## src/rtl/retire_monitor_pkg.sv

```systemverilog
// retire_monitor_pkg: shared types and constants for the retire monitor.
package retire_monitor_pkg;
    typedef enum logic [1:0] {CAUSE_NONE, CAUSE_ECALL, CAUSE_LOOP, CAUSE_STALL} cause_e;
    typedef enum logic [1:0] {ST_IDLE, ST_RUN, ST_DRAIN, ST_DONE} state_e;
    localparam logic [31:0] INSN_ECALL = 32'h00000073;
    localparam logic [31:0] CNT_MAX    = 32'hFFFFFFFF;
endpackage

```

## src/rtl/retire_monitor_sat_counter.sv

```systemverilog
// sat_counter: up-counter that saturates at all-ones; clr with inc loads 1.
module sat_counter #(
    parameter int WIDTH = 32
) (
    input  logic             clk,
    input  logic             rst,
    input  logic             clr,
    input  logic             inc,
    output logic [WIDTH-1:0] value
);
    always_ff @(posedge clk or posedge rst) begin
        if (rst) value <= '0;
        else if (clr) value <= {{(WIDTH-1){1'b0}}, inc};
        else if (inc && value != '1) value <= value + 1'b1;
    end
endmodule

```

## src/rtl/retire_monitor.sv

```systemverilog
// retire_monitor: watches the retire stream, detects ECALL/self-loop/deadlock,
// drains for DRAIN_CYCLES and then latches the verdict and frozen counts.
module retire_monitor
    import retire_monitor_pkg::*;
#(
    parameter int STALL_LIMIT  = 1000,
    parameter int LOOP_LIMIT   = 8,
    parameter int DRAIN_CYCLES = 4,
    parameter int XLEN         = 32
) (
    input  logic            clk,
    input  logic            rst,
    input  logic            wb_valid,
    input  logic [XLEN-1:0] wb_pc,
    input  logic [31:0]     wb_insn,
    input  logic [XLEN-1:0] a0_value,
    output logic            done,
    output logic            pass,
    output logic [1:0]      cause,
    output logic [XLEN-1:0] exit_code,
    output logic [31:0]     cycle_count,
    output logic [31:0]     retire_count
);
    state_e          state_q;
    cause_e          cause_q, trig;
    logic [XLEN-1:0] exit_q, last_pc_q;
    logic [31:0]     drain_q, stall_ctr, loop_ctr;
    logic            active, is_ecall, same_pc, hit_loop, hit_stall;

    // Detection is disarmed once a cause is latched; the following RUN cycle
    // is a one-cycle hand-off before DRAIN so done lands DRAIN_CYCLES+1 edges later.
    assign active    = state_q == ST_RUN && cause_q == CAUSE_NONE;
    assign is_ecall  = wb_valid && wb_insn == INSN_ECALL;
    assign same_pc   = wb_valid && loop_ctr != '0 && wb_pc == last_pc_q;
    assign hit_loop  = wb_valid && (same_pc ? {1'b0, loop_ctr} + 33'd1 : 33'd1) >= 33'(LOOP_LIMIT);
    assign hit_stall = !wb_valid && {1'b0, stall_ctr} + 33'd1 >= 33'(STALL_LIMIT);
    assign trig      = is_ecall ? CAUSE_ECALL : hit_loop ? CAUSE_LOOP : hit_stall ? CAUSE_STALL : CAUSE_NONE;

    assign done      = state_q == ST_DONE;
    assign cause     = done ? cause_q : CAUSE_NONE;
    assign exit_code = done ? exit_q : '0;
    assign pass      = done && cause_q == CAUSE_ECALL && exit_q == '0;

    sat_counter #(.WIDTH(32)) u_cycle (
        .clk(clk), .rst(rst), .clr(1'b0),
        .inc(state_q == ST_RUN || state_q == ST_DRAIN), .value(cycle_count)
    );
    sat_counter #(.WIDTH(32)) u_retire (
        .clk(clk), .rst(rst), .clr(1'b0), .inc(active && wb_valid), .value(retire_count)
    );
    sat_counter #(.WIDTH(32)) u_stall (
        .clk(clk), .rst(rst), .clr(active && wb_valid), .inc(active && !wb_valid), .value(stall_ctr)
    );
    sat_counter #(.WIDTH(32)) u_loop (
        .clk(clk), .rst(rst), .clr(active && wb_valid && !same_pc), .inc(active && wb_valid), .value(loop_ctr)
    );

    always_ff @(posedge clk or posedge rst) begin
        if (rst) begin
            state_q   <= ST_IDLE;
            cause_q   <= CAUSE_NONE;
            exit_q    <= '0;
            last_pc_q <= '0;
            drain_q   <= '0;
        end else begin
            case (state_q)
                ST_IDLE: state_q <= ST_RUN;
                ST_RUN: begin
                    if (cause_q != CAUSE_NONE) state_q <= DRAIN_CYCLES == 0 ? ST_DONE : ST_DRAIN;
                    else begin
                        cause_q <= trig;
                        if (is_ecall) exit_q <= a0_value;
                        if (wb_valid) last_pc_q <= wb_pc;
                    end
                end
                ST_DRAIN: begin
                    drain_q <= drain_q + 32'd1;
                    if (drain_q == 32'(DRAIN_CYCLES - 1)) state_q <= ST_DONE;
                end
                default: ;
            endcase
        end
    end
endmodule
```

## config.mk

```make
export PLATFORM = sky130hd
export DESIGN_NAME = retire_monitor
export DESIGN_NICKNAME = d
export VERILOG_FILES = /design/src/rtl/retire_monitor_pkg.sv /design/src/rtl/retire_monitor_sat_counter.sv /design/src/rtl/retire_monitor.sv
export SDC_FILE = /design/constraint.sdc
export NUM_CORES = 1
export LEC_CHECK = 0
export BUFFER_PORTS_ARGS = -buffer_cell sky130_fd_sc_hd__buf_2
export CORE_MARGIN = 2
export CORE_UTILIZATION = 50
export CTS_BUF_LIST = sky130_fd_sc_hd__clkbuf_4
export CTS_CLUSTER_SIZE = 8
export DETAILED_ROUTE_END_ITERATION = 16
export PLACE_DENSITY = 0.78
export SLEW_MARGIN = 30
export SYNTH_ARGS = -nofsm -noshare
export SYNTH_HDL_FRONTEND = slang
export SYNTH_SLANG_ARGS = --single-unit
export TNS_END_PERCENT = 10
```

## constraint.sdc

```tcl
create_clock -name clk -period 14.16 [get_ports clk]
set_clock_uncertainty 0.15 [all_clocks]
set_input_delay 1.416 -clock clk [delete_from_list [all_inputs] [get_ports clk]]
set_output_delay 1.416 -clock clk [all_outputs]
set_load 0.02 [all_outputs]
```

==> impl_metrics.csv <==
group,metric,value,unit
place,portBuffers,198,
synthesis,synthesis.area_per_instance,9.41,sq um
setup_path,crit_type,"input pin to register",
floorplanning,top_level_ports,199,
clocking,post-cts-setup-buffer-count,0,
synthesis,synthesis.yosys.warnings,0,
route,drt_pass1_iterations,6,
global_routing,grt.total_usage,22.4,%
synthesis,synthesis.instances,1313,
setup_path,timing.critical_path.fanout_max,34,
clocking,cts_made_buffers,61,
synthesis,synth_area_leaders,"sky130_fd_sc_hd__dfrtp_1, sky130_fd_sc_hd__nand2_1, sky130_fd_sc_hd__xnor2_1, sky130_fd_sc_hd__xor2_1, sky130_fd_sc_hd__mux2_2",
clocking,postCtsHoldBufs,0,
clocking,insertion_delay_to_the_later_sink_of_the_worst_skew_pair,680,ps
route,routed_wire_length_per_instance,15.3,microns
setup_path,crit_family,"simple AND/OR/NAND/NOR gates",
synthesis,cell_type_contributing_the_most_total_cell_area_after_synthesis,"sky130_fd_sc_hd__dfrtp_1",
global_routing,grt_pass1_vias,10200,
clocking,count_of_cells_resized_by_post_cts_repair,0,
global_routing,initial_antenna_violation_count,0,
synthesis,synth-edff-count,0,
sta,hold_violations,0,
setup_path,r2r_setup_slack,10460,ps
setup_path,crit_chain,"buf_2 > xor2_1 > nor4_1 > nand4_1 > or4_1 > buf_4 > o21ai_4 > or2_4 > nand2b_1 > o21ai_1",
cells_and_area,finish.net_count,1627,
clocking,cts-htree-levels,2,
synthesis,postSynth.asyncResetShare,100,%
min_path,holdCritPathClass,"register to register",
sta,setup_tns,0,ps
floorplanning,initial_utilization,50.8,%
floorplanning,die-width,161,microns
cells_and_area,layout.cells.most_common,"sky130_fd_sc_hd__dfrtp_1",
sta,worst-slew-pin-transition,815,ps
sta,relSlewSlack,45.7,%
synthesis,synth.lib_cells_used.distinct,64,
synthesis,syn-cell-area,12400,sq um
sta,max_freq,0.241,GHz
synthesis,yosys.area.top_type_share,46.2,%
route,drtAntennaViolNets,0,
clocking,cts_max_path_buffers,3,
route,via_count,10500,
sta,layout_worst_path_cycle_share,29.3,%
synthesis,synth.ff_latch_count,228,
sta,finalCriticalPeriod,4150,ps
place,placed_cell_area,13500,sq um
sta,rsz0062_at_grt,"false",
setup_path,worst_ep_required_time,14560,ps
clocking,clk_pin_slew,70,ps
clocking,cts.root.buffer_cell,"sky130_fd_sc_hd__clkbuf_4",
power_and_ir_drop,power.leakage,0.00679,uW
route,routed_wl,28700,microns
min_path,min_delay_worst_endpoint,"drain_q[31]",
setup_path,worst_r2r_startpoint,"last_pc_q[1]",
floorplanning,floorplan_core_area,24300,sq um
setup_path,reg2reg_to,"u_loop.value[28]",
global_routing,largest_net_degree_at_the_start_of_global_routing,98,
floorplanning,y_dimension_of_the_die,161,microns
power_and_ir_drop,pwr_density_cell,95.8,nW/um^2
job,cap_violations,0,
setup_path,r2r.worst_path.cells,9,
cells_and_area,final_layout_size_suffix_gt1_share,23.7,%
place,gp_congestion,0.907,
min_path,worstHoldPathCells,1,
setup_path,timing.critical_path.slowest_stage_cell,"sky130_fd_sc_hd__o21ai_4",
place,dp_hpwl,20100,microns
global_routing,grt_overflow,0,
cells_and_area,area_growth_syn_to_layout,15.5,%
setup_path,timing.critical_path.from_type,"input pin",
outcome,run_status,"finished clean",
clocking,clock_sinks,228,
route,drcViolationCount,0,
synthesis,post_synth_net_total,1422,
sta,setup_viol_count_final,0,
power_and_ir_drop,power,1370,uW
clocking,cts_tree,"done",
setup_path,arrival,4550,ps
route,initial_drc_count,787,
route,viasPerCell,5.57,
setup_path,stage_delay_of_the_slowest_cell_on_the_critical_path,630,ps
setup_path,critical_path.n_buffers_inverters,2,
cells_and_area,antennaDiodeCount,0,
cells_and_area,postLayoutCellArea,14300,sq um
sta,slew_violations,0,
global_routing,grt_pass1_wl,49100,microns
floorplanning,fp-row-count,57,
setup_path,setup.worst_path.end_class,"register",
synthesis,ys.flop_type,"sky130_fd_sc_hd__dfrtp_1",
cells_and_area,most-common-layout-cells,"sky130_fd_sc_hd__dfrtp_1, sky130_fd_sc_hd__buf_2, sky130_fd_sc_hd__nand2_1",
power_and_ir_drop,ir_drop,0.0000691,V
synthesis,synth-seq-area-share,46.2,%
floorplanning,fp.dieArea,26000,sq um
min_path,hp-start,"drain_q[31]",
-- where the power goes --
| part | leakage, uW | total [uW] | switching [uW] | internal, uW |
|---|---|---|---|---|
| clock network | 0.000438 | 555 | 267 | 288 |
| registers | 0.00309 | 698 | 24.0 | 674 |
| logic | 0.00326 | 114 | 70.9 | 43.3 |
| total | 0.00679 | 1370 | 361 | 1010 |
-- metal layers --
| metal | track usage [%] | vias to the layer above | part of all wire, % |
|---|---|---|---|
| met5 | 0 | - | 0 |
| met4 | 6.57 | 0 | 1.5 |
| met3 | 5.03 | 44 | 6.4 |
| met2 | 35.4 | 355 | 47 |
| met1 | 31.0 | 5043 | 45 |
| li1 | - | 5053 | - |
-- kinds of logic (layout without fill, tap and decap cells) --
group	after synthesis	in the layout	share of synthesized area (%)
flip-flops	228	228	46.2
XOR/XNOR	142	142	10.1
AND/OR/NAND/NOR	626	626	26.1
AO/OA/AOI/OAI	172	172	9.32
adder cells (fa/ha/maj)	10	10	1.01
buffers and inverters	89	335	3.16
multiplexers	46	46	4.12
-- flip-flops by register name, indices dropped and copies added (netlist names) --
register        cells
drain_q            32
exit_q             32
last_pc_q          32
u_cycle.value      32
u_loop.value       32
u_retire.value     32
u_stall.value      32
cause_q             2
state_q             2
-- synth_stat cells (3+ instances only) --
| master | instances |
|---|---|
| sky130_fd_sc_hd__xnor2_1 | 79 |
| sky130_fd_sc_hd__nor4_1 | 39 |
| sky130_fd_sc_hd__o31ai_4 | 3 |
| sky130_fd_sc_hd__clkbuf_1 | 30 |
| sky130_fd_sc_hd__a211oi_1 | 3 |
| sky130_fd_sc_hd__o21ai_0 | 63 |
| sky130_fd_sc_hd__or2_2 | 5 |
| sky130_fd_sc_hd__nor2_1 | 83 |
| sky130_fd_sc_hd__and4_1 | 16 |
| sky130_fd_sc_hd__mux2_2 | 39 |
| sky130_fd_sc_hd__and2_0 | 7 |
| sky130_fd_sc_hd__nor4b_1 | 6 |
| sky130_fd_sc_hd__nor3_1 | 31 |
| sky130_fd_sc_hd__o22ai_1 | 5 |
| sky130_fd_sc_hd__o31ai_2 | 7 |
| sky130_fd_sc_hd__and2_1 | 43 |
| sky130_fd_sc_hd__nor2b_1 | 14 |
| sky130_fd_sc_hd__o31ai_1 | 32 |
| sky130_fd_sc_hd__xor2_1 | 63 |
| sky130_fd_sc_hd__or4_1 | 5 |
| sky130_fd_sc_hd__nand2b_1 | 9 |
| sky130_fd_sc_hd__dfrtp_1 | 228 |
| sky130_fd_sc_hd__a31oi_1 | 7 |
| sky130_fd_sc_hd__mux2i_1 | 7 |
| sky130_fd_sc_hd__inv_1 | 25 |
| sky130_fd_sc_hd__nor3_2 | 3 |
| sky130_fd_sc_hd__ha_1 | 10 |
| sky130_fd_sc_hd__clkbuf_2 | 3 |
| sky130_fd_sc_hd__buf_2 | 27 |
| sky130_fd_sc_hd__nand4_1 | 47 |
| sky130_fd_sc_hd__nand3_1 | 74 |
| sky130_fd_sc_hd__o41ai_1 | 4 |
| sky130_fd_sc_hd__a21oi_1 | 18 |
| sky130_fd_sc_hd__nand2_1 | 197 |
| sky130_fd_sc_hd__or3_1 | 7 |
| sky130_fd_sc_hd__and3_1 | 24 |
| sky130_fd_sc_hd__o21ai_1 | 14 |
-- worst reg2reg max path: stages (launching register included) --
cell	delay [ps]
sky130_fd_sc_hd__dfrtp_1	390
sky130_fd_sc_hd__xor2_1	190
sky130_fd_sc_hd__nor4_1	440
sky130_fd_sc_hd__nand4_1	200
sky130_fd_sc_hd__or4_1	540
sky130_fd_sc_hd__buf_4	270
sky130_fd_sc_hd__o21ai_4	630
sky130_fd_sc_hd__or2_4	530
sky130_fd_sc_hd__nand2b_1	180
sky130_fd_sc_hd__o21ai_1	60
-- worst max-delay path by stage --
stage	start	endpoint	cells past startpoint
2_1_floorplan	rst	cause_q[0]	1
3_3_place_gp	wb_pc[1]	u_loop.value[19]	10
3_5_place_dp	wb_pc[1]	u_loop.value[19]	10
6_report	wb_pc[1]	u_loop.value[28]	10
5_1_grt	wb_pc[1]	u_loop.value[19]	10
4_1_cts	state_q[0]	pass	5
-- layout make-up --
cell class	instances	area, sq um
Clock inverter	21	115
Inverter	25	101
Tap cell	324	405
Clock buffer	83	623
Multi-Input combinational cell	996	6270
Fill cell	2077	10000
Timing Repair Buffer	206	1050
Sequential cell	228	5710
-- stage by stage --
step	worst slack, ps	hold WS, ps	instances	util, %
finish	10010	324	1883	58.7
global route	9760	351	1883	58.7
CTS	9720	328	1883	58.7
detailed placement	9230	315	1779	55.6
global placement	9300	314	1779	55.6
floorplan	6350	297	1313	-
Power figures use the tool's default switching activity.
